$ cat config.mk
export PLATFORM = sky130hd
export DESIGN_NAME = mem_access_ctrl
export DESIGN_NICKNAME = d
export VERILOG_FILES = /design/src/rtl/mem_acc_pkg.sv /design/src/rtl/mem_acc_addr_gen.sv /design/src/rtl/mem_access_ctrl.sv
export SDC_FILE = /design/constraint.sdc
export NUM_CORES = 1
export LEC_CHECK = 0
export CAP_MARGIN = 20
export CORE_MARGIN = 2
export CORE_UTILIZATION = 38
export DETAILED_ROUTE_END_ITERATION = 10
export PLACE_DENSITY = 0.76
export SKIP_CTS_REPAIR_TIMING = 1
export SLEW_MARGIN = 20
export SYNTH_ARGS = -nofsm -noshare
export SYNTH_HDL_FRONTEND = slang
export SYNTH_SLANG_ARGS = --single-unit
$ cat constraint.sdc
create_clock -name clk_dm -period 1.74 [get_ports clk_dm]
set_input_delay 0.348 -clock clk_dm [delete_from_list [all_inputs] [get_ports clk_dm]]
set_output_delay 0.348 -clock clk_dm [all_outputs]
set_load 0.05 [all_outputs]
$ cat src/rtl/mem_acc_pkg.sv
// Shared types and constants for the data-memory access sequencer.
package mem_acc_pkg;

   localparam int ADDR_W_DEF = 6;
   localparam int DATA_W_DEF = 32;
   localparam int LEN_W_DEF  = 4;

   // Sequencer states.
   typedef enum logic [2:0] {
      IDLE    = 3'd0,
      WRITE   = 3'd1,
      RD_ADDR = 3'd2,
      RD_WAIT = 3'd3,
      RD_RESP = 3'd4
   } state_e;

   // Write-data source encodings carried on MW_Data_s.
   localparam logic [1:0] WSEL_SRC0 = 2'd0;
   localparam logic [1:0] WSEL_SRC1 = 2'd1;
   localparam logic [1:0] WSEL_SRC2 = 2'd2;
   localparam logic [1:0] WSEL_SRC3 = 2'd3;

endpackage

$ cat src/rtl/mem_acc_addr_gen.sv
// Loadable wrapping word-address counter plus beat down-counter.
// 'last' is high while the current beat is the final one of the burst.
module mem_acc_addr_gen
   import mem_acc_pkg::*;
#(
   parameter int ADDR_W = ADDR_W_DEF,
   parameter int LEN_W  = LEN_W_DEF
) (
   input  logic              clk,
   input  logic              rst_n,
   input  logic              load,
   input  logic              step,
   input  logic [ADDR_W-1:0] load_addr,
   input  logic [LEN_W-1:0]  load_len,
   output logic [ADDR_W-1:0] addr,
   output logic              last
);

   logic [ADDR_W-1:0] addr_q, addr_d;
   logic [LEN_W-1:0]  cnt_q,  cnt_d;

   // Load on request acceptance, otherwise advance one beat per step.
   always_comb begin
      // NOTE: every always_comb output gets a default first so no path can infer a latch.
      addr_d = addr_q;
      cnt_d  = cnt_q;
      if (load) begin
         addr_d = load_addr;
         cnt_d  = load_len;
      end else if (step) begin
         addr_d = addr_q + ADDR_W'(1);   // wraps naturally at 2^ADDR_W
         cnt_d  = cnt_q - LEN_W'(1);
      end
   end

   // Address and beat-count registers.
   always_ff @(posedge clk or negedge rst_n) begin
      // NOTE: sequential state uses non-blocking assignments so all flops update together.
      if (!rst_n) begin
         addr_q <= '0;
         cnt_q  <= '0;
      end else begin
         addr_q <= addr_d;
         cnt_q  <= cnt_d;
      end
   end

   assign addr = addr_q;
   assign last = (cnt_q == '0);

endmodule

$ cat src/rtl/mem_access_ctrl.sv
// Data-memory access sequencer: single/burst reads and writes over a
// valid/ready request channel, read data returned on a response channel.
// Optional build macro MEM_ACC_STATS_EN adds saturating beat counters.
module mem_access_ctrl
   import mem_acc_pkg::*;
#(
   parameter int ADDR_W = ADDR_W_DEF,
   parameter int DATA_W = DATA_W_DEF,
   parameter int RD_LAT = 1,            // legal 1..3
   parameter int LEN_W  = LEN_W_DEF
) (
   input  logic              clk_dm,
   input  logic              rst_n,
   input  logic              req_valid,
   output logic              req_ready,
   input  logic              req_we,
   input  logic [ADDR_W-1:0] req_addr,
   input  logic [1:0]        req_wsel,
   input  logic [LEN_W-1:0]  req_len,
   output logic              rsp_valid,
   input  logic              rsp_ready,
   output logic [DATA_W-1:0] rsp_data,
   output logic              rsp_last,
   output logic [ADDR_W-1:0] DM_Addr,
   output logic [1:0]        MW_Data_s,
   output logic              Mem_Write,
   input  logic [DATA_W-1:0] M_R_Data,
   output logic              busy
`ifdef MEM_ACC_STATS_EN
   ,
   output logic [15:0]       wr_beats,
   output logic [15:0]       rd_beats
`endif
);

   localparam logic [1:0] LAT_INIT = 2'(RD_LAT - 1);

   state_e            state_q, state_d;
   logic              mem_write_q, mem_write_d;
   logic [1:0]        mw_data_s_q, mw_data_s_d;
   logic              rsp_valid_q, rsp_valid_d;
   logic              rsp_last_q, rsp_last_d;
   logic [DATA_W-1:0] rsp_data_q, rsp_data_d;
   logic [1:0]        lat_cnt_q, lat_cnt_d;

   logic req_hs, ag_load, ag_step, ag_last, capture;

   mem_acc_addr_gen #(
      .ADDR_W (ADDR_W),
      .LEN_W  (LEN_W)
   ) u_addr_gen (
      .clk       (clk_dm),
      .rst_n     (rst_n),
      .load      (ag_load),
      .step      (ag_step),
      .load_addr (req_addr),
      .load_len  (req_len),
      .addr      (DM_Addr),
      .last      (ag_last)
   );

   // State register.
   always_ff @(posedge clk_dm or negedge rst_n) begin
      if (!rst_n) state_q <= IDLE;
      else        state_q <= state_d;
   end

   // Next-state logic.
   always_comb begin
      state_d = state_q;
      unique case (state_q)
         IDLE:    if (req_valid) state_d = req_we ? WRITE : RD_ADDR;
         WRITE:   if (ag_last) state_d = IDLE;
         RD_ADDR: state_d = RD_WAIT;
         RD_WAIT: if (lat_cnt_q == 2'd0) state_d = RD_RESP;
         RD_RESP: if (rsp_ready) state_d = ag_last ? IDLE : RD_ADDR;
         default: state_d = IDLE;
      endcase
   end

   // Output and datapath next values; memory-side and rsp outputs are registered.
   always_comb begin
      req_hs      = (state_q == IDLE) && req_valid;
      capture     = (state_q == RD_WAIT) && (lat_cnt_q == 2'd0);
      ag_load     = req_hs;
      ag_step     = !ag_last && ((state_q == WRITE) || ((state_q == RD_RESP) && rsp_ready));
      mem_write_d = (state_d == WRITE);
      rsp_valid_d = (state_d == RD_RESP);
      mw_data_s_d = (req_hs && req_we) ? req_wsel : mw_data_s_q;
      lat_cnt_d   = lat_cnt_q;
      if (state_q == RD_ADDR)
         lat_cnt_d = LAT_INIT;
      else if ((state_q == RD_WAIT) && (lat_cnt_q != 2'd0))
         lat_cnt_d = lat_cnt_q - 2'd1;
      rsp_data_d = rsp_data_q;
      rsp_last_d = rsp_last_q;
      if (capture) begin
         rsp_data_d = M_R_Data;
         rsp_last_d = ag_last;
      end
   end

   // Datapath and output registers.
   always_ff @(posedge clk_dm or negedge rst_n) begin
      if (!rst_n) begin
         mem_write_q <= 1'b0;
         mw_data_s_q <= 2'd0;
         rsp_valid_q <= 1'b0;
         rsp_last_q  <= 1'b0;
         rsp_data_q  <= '0;
         lat_cnt_q   <= 2'd0;
      end else begin
         mem_write_q <= mem_write_d;
         mw_data_s_q <= mw_data_s_d;
         rsp_valid_q <= rsp_valid_d;
         rsp_last_q  <= rsp_last_d;
         rsp_data_q  <= rsp_data_d;
         lat_cnt_q   <= lat_cnt_d;
      end
   end

   assign req_ready = (state_q == IDLE);
   assign busy      = (state_q != IDLE);
   assign Mem_Write = mem_write_q;
   assign MW_Data_s = mw_data_s_q;
   assign rsp_valid = rsp_valid_q;
   assign rsp_last  = rsp_last_q;
   assign rsp_data  = rsp_data_q;

`ifdef MEM_ACC_STATS_EN
   logic [15:0] wr_beats_q, wr_beats_d;
   logic [15:0] rd_beats_q, rd_beats_d;

   // Saturating counts of completed write beats and read handshakes.
   always_comb begin
      wr_beats_d = wr_beats_q;
      rd_beats_d = rd_beats_q;
      if ((state_q == WRITE) && (wr_beats_q != 16'hFFFF))
         wr_beats_d = wr_beats_q + 16'd1;
      if ((state_q == RD_RESP) && rsp_ready && (rd_beats_q != 16'hFFFF))
         rd_beats_d = rd_beats_q + 16'd1;
   end

   // Statistics registers.
   always_ff @(posedge clk_dm or negedge rst_n) begin
      if (!rst_n) begin
         wr_beats_q <= 16'd0;
         rd_beats_q <= 16'd0;
      end else begin
         wr_beats_q <= wr_beats_d;
         rd_beats_q <= rd_beats_d;
      end
   end

   assign wr_beats = wr_beats_q;
   assign rd_beats = rd_beats_q;
`endif

endmodule

==> impl_metrics.csv <==
group,metric,value,unit
outcome,outcome,"complete, no violations",
setup_path,path_class,"reg2out",
yosys,synth_nets,227,
global_route,grt_usage,15.86,%
sta,fmax,576.2,MHz
setup_path,worst-path-max-fanout,5,
sta,maxSlewHeadroom,71.03,%
worst_hold_path,hold_class,"in2async",
floorplanning,initial_utilization,40.00,%
clock_network,clock-root-buffer,"clkbuf_8",
routing,dr_total_vias,1748,
routing,first_iter_violations,46,
sta,clock_skew,0.01068,ns
yosys,synth-edff-count,0,
routing,ant_nets,0,
routing,vias_per_cell,4.829,
clock_network,insertion_delay,0.30,ns
yosys,synthMostInstantiatedCell,"dfrtp_1",
floorplanning,die-area,6496,sq um
clock_network,clock-sinks,52,
yosys,yosys_most_used_dff,"dfrtp_1",
sta,maxSlewViolCount,0,
final_layout,antennaDiodeCount,0,
setup_path,crit_family,"buffers and inverters",
sta,hold_viol,0,
setup_path,worstSetupStartpoint,"state_q[2]",
setup_path,critPathCaptureType,"output pin",
yosys,yosysSeqAreaShare,58.36,%
pwr,combPwrFrac,63.0,%
final_layout,fin_nets,341,
floorplanning,ios,94,
sta,period_needed,1.735,ns
yosys,yosys-top-cells-area,"dfrtp_1, mux2_2, nand2_1",
yosys,syn_area,2230,sq um
final_layout,area_growth,54.66,%
sta,rsz0062_at_grt,"true",
yosys,async_flop_share,100.0,%
yosys,synth_warnings,0,
pwr,internal-power,4.023,mW
placement,hpwl,3611,um
floorplanning,core_area,5574,sq um
sta,finalSetupViolCount,0,
setup_path,cp_slowest_stage_delay,0.44,ns
pwr,clkPwrFrac,8.7,%
clock_network,cts.path.max_buffers,2,
final_layout,ff_latch_area,1304,sq um
clock_network,clk_pin_slew,0.10,ns
setup_path,path_depth,5,
global_route,antenna_found_initial,0,
floorplanning,row_count,27,
routing,dr.pass1.iters,5,
setup_path,cp_num_buf_inv,4,
yosys,synth_top_area_share,58.36,%
pwr,power.switching,3.756,mW
sta,post-route-period-util,99.74,%
global_route,grt_overflow,0,
routing,routedWlPerCell,13.46,um
yosys,ys_seq_elements,52,
clock_network,cts_made_buffers,5,
setup_path,arrival,1.39,ns
sta,tightest_slew,0.4290,ns
yosys,yosysTopAreaCell,"dfrtp_1",
setup_path,reg2reg_depth,7,
clock_network,cts-htree-levels,2,
final_layout,fillers,476,
pwr,seqPwrFrac,28.3,%
routing,drc,0,
pwr,p_sw_share,48.28,%
placement,gp_congestion,0.7517,
setup_path,timing.rr.start,"u_addr_gen.cnt_q[1]",
setup_path,critical_path.cell_chain,"buf_6 > nor3_4 > buf_6 > inv_2 > buf_6",
setup_path,startpoint_type,"flip-flop",
floorplanning,die_y,80.60,um
setup_path,crit_top_cell,"buf_6",
yosys,ys_top_cells_by_count,"dfrtp_1, mux2_2, nand2_1",
final_layout,postLayoutCoreUtil,61.86,%
yosys,syn_avg_cell_area,12.74,sq um
global_route,grt_max_degree,53,
job,max-cap-violations,0,
setup_path,cp_slowest_cell,"dfrtp_1",
pwr,vdd_drop_max,1.322,mV
yosys,yosysUniqueCellTypes,33,
pwr,power,7.778,mW
final_layout,drive_above_1_share,41.72,%
global_route,grt_pass1_wl,7893,um
floorplanning,die_w,80.60,um
final_layout,multi_input_area,892.1,sq um
setup_path,critical_path_required,1.39,ns
yosys,synthCells,175,
clock_network,cts_tree,"done",
routing,wl,4873,um
placement,io_buffers,93,
global_route,first_global_vias,1688,
pwr,powerDensity,2256,nW/um^2
pwr,p_leak,1.548,nW
==> flip-flops by register name, summed over array words and instances (netlist names) <==
signal            count
MW_Data_s             2
Mem_Write             1
lat_cnt_q             2
rsp_data             32
rsp_last              1
rsp_valid             1
state_q               3
u_addr_gen.addr       6
u_addr_gen.cnt_q      4
==> path summary, 6_finish.rpt <==
path	to	slack, ns
hold reg to reg	lat_cnt_q[1]	0.50
setup / recovery	busy	0.005
hold / removal	rsp_data[28]	0.01
max in group asynchronous	u_addr_gen.addr[0]	1.46
min in group clk_dm	lat_cnt_q[1]	0.50
setup reg to reg	u_addr_gen.cnt_q[2]	0.04
==> layout by cell type (no fill, tap or decap), drive strengths merged, types with 6 or more instances in the layout <==
cell type	Yosys	final
o21ai	7	7
dfrtp	52	52
mux2	35	35
nand3	9	9
nor2	6	6
inv	10	10
clkdlybuf4s50	0	47
buf	7	67
nand2	14	14
clkbuf	0	6
==> power by group through the flow <==
stage | clock, mW | sequential (mW) | combinational, mW
floorplan | 0 | 3.94 | 1.44
global placement | 0 | 2.19 | 4.72
detailed placement | 0 | 2.21 | 4.77
CTS | 0.707 | 2.20 | 4.77
global route | 0.764 | 2.28 | 5.19
finish | 0.680 | 2.20 | 4.90
==> per-layer routing <==
| metal | part of all wire, % | up-vias | track usage (%) |
|---|---|---|---|
| met5 | 0 | - | 0 |
| met4 | 0.47 | 0 | 4.068 |
| met3 | 6.1 | 2 | 5.169 |
| met2 | 50 | 49 | 25.42 |
| met1 | 44 | 847 | 20.72 |
| li1 | - | 850 | - |
==> logic make-up (layout without fill, tap and decap cells) <==
kind of cell,count (synthesis),after routing,synth area share [%]
multiplexers,35,35,17.68
adder cells (fa/ha/maj),3,3,1.684
flip-flops,52,52,58.36
buffers and inverters,17,132,3.536
XOR/XNOR,1,1,0.3929
AND/OR/NAND/NOR,43,43,10.55
AO/OA/AOI/OAI,24,24,7.800
==> worst reg2reg max path, cell delays in order, from the launching register on <==
cell     delay (ns)
dfrtp_1        0.38
inv_2          0.06
ha_4           0.15
nor3b_4        0.14
a211o_1        0.29
buf_6          0.14
or3_1          0.31
a31oi_1        0.17
==> stage by stage <==
| step | std cells | setup slack [ns] | TNS [ns] | hold WS, ns | instance area [sq um] |
|---|---|---|---|---|---|
| 6_report | 362 | 0.004533 | 0 | 0.01368 | 3448 |
| 5_1_grt | 362 | -0.06255 | -0.1861 | 0.02216 | 3448 |
| 3_5_place_dp | 350 | -0.2560 | -1.198 | 0.3657 | 3296 |
| 4_1_cts | 358 | -0.1167 | -0.1796 | 0.02574 | 3385 |
| 3_3_place_gp | 350 | -0.2347 | -1.085 | 0.3666 | 3296 |
| 2_1_floorplan | 175 | -0.04849 | -0.1049 | 0.05241 | 2257 |
==> area by class of cell <==
type                            instances  share of cell area [%]
Clock inverter                          2                  0.4717
Multi-Input combinational cell        106                   25.87
Tap cell                               72                   2.612
Inverter                               10                   1.089
Timing Repair Buffer                  114                   30.04
Clock buffer                            6                   2.104
Sequential cell                        52                   37.81
(Power assumes the default switching activity.)
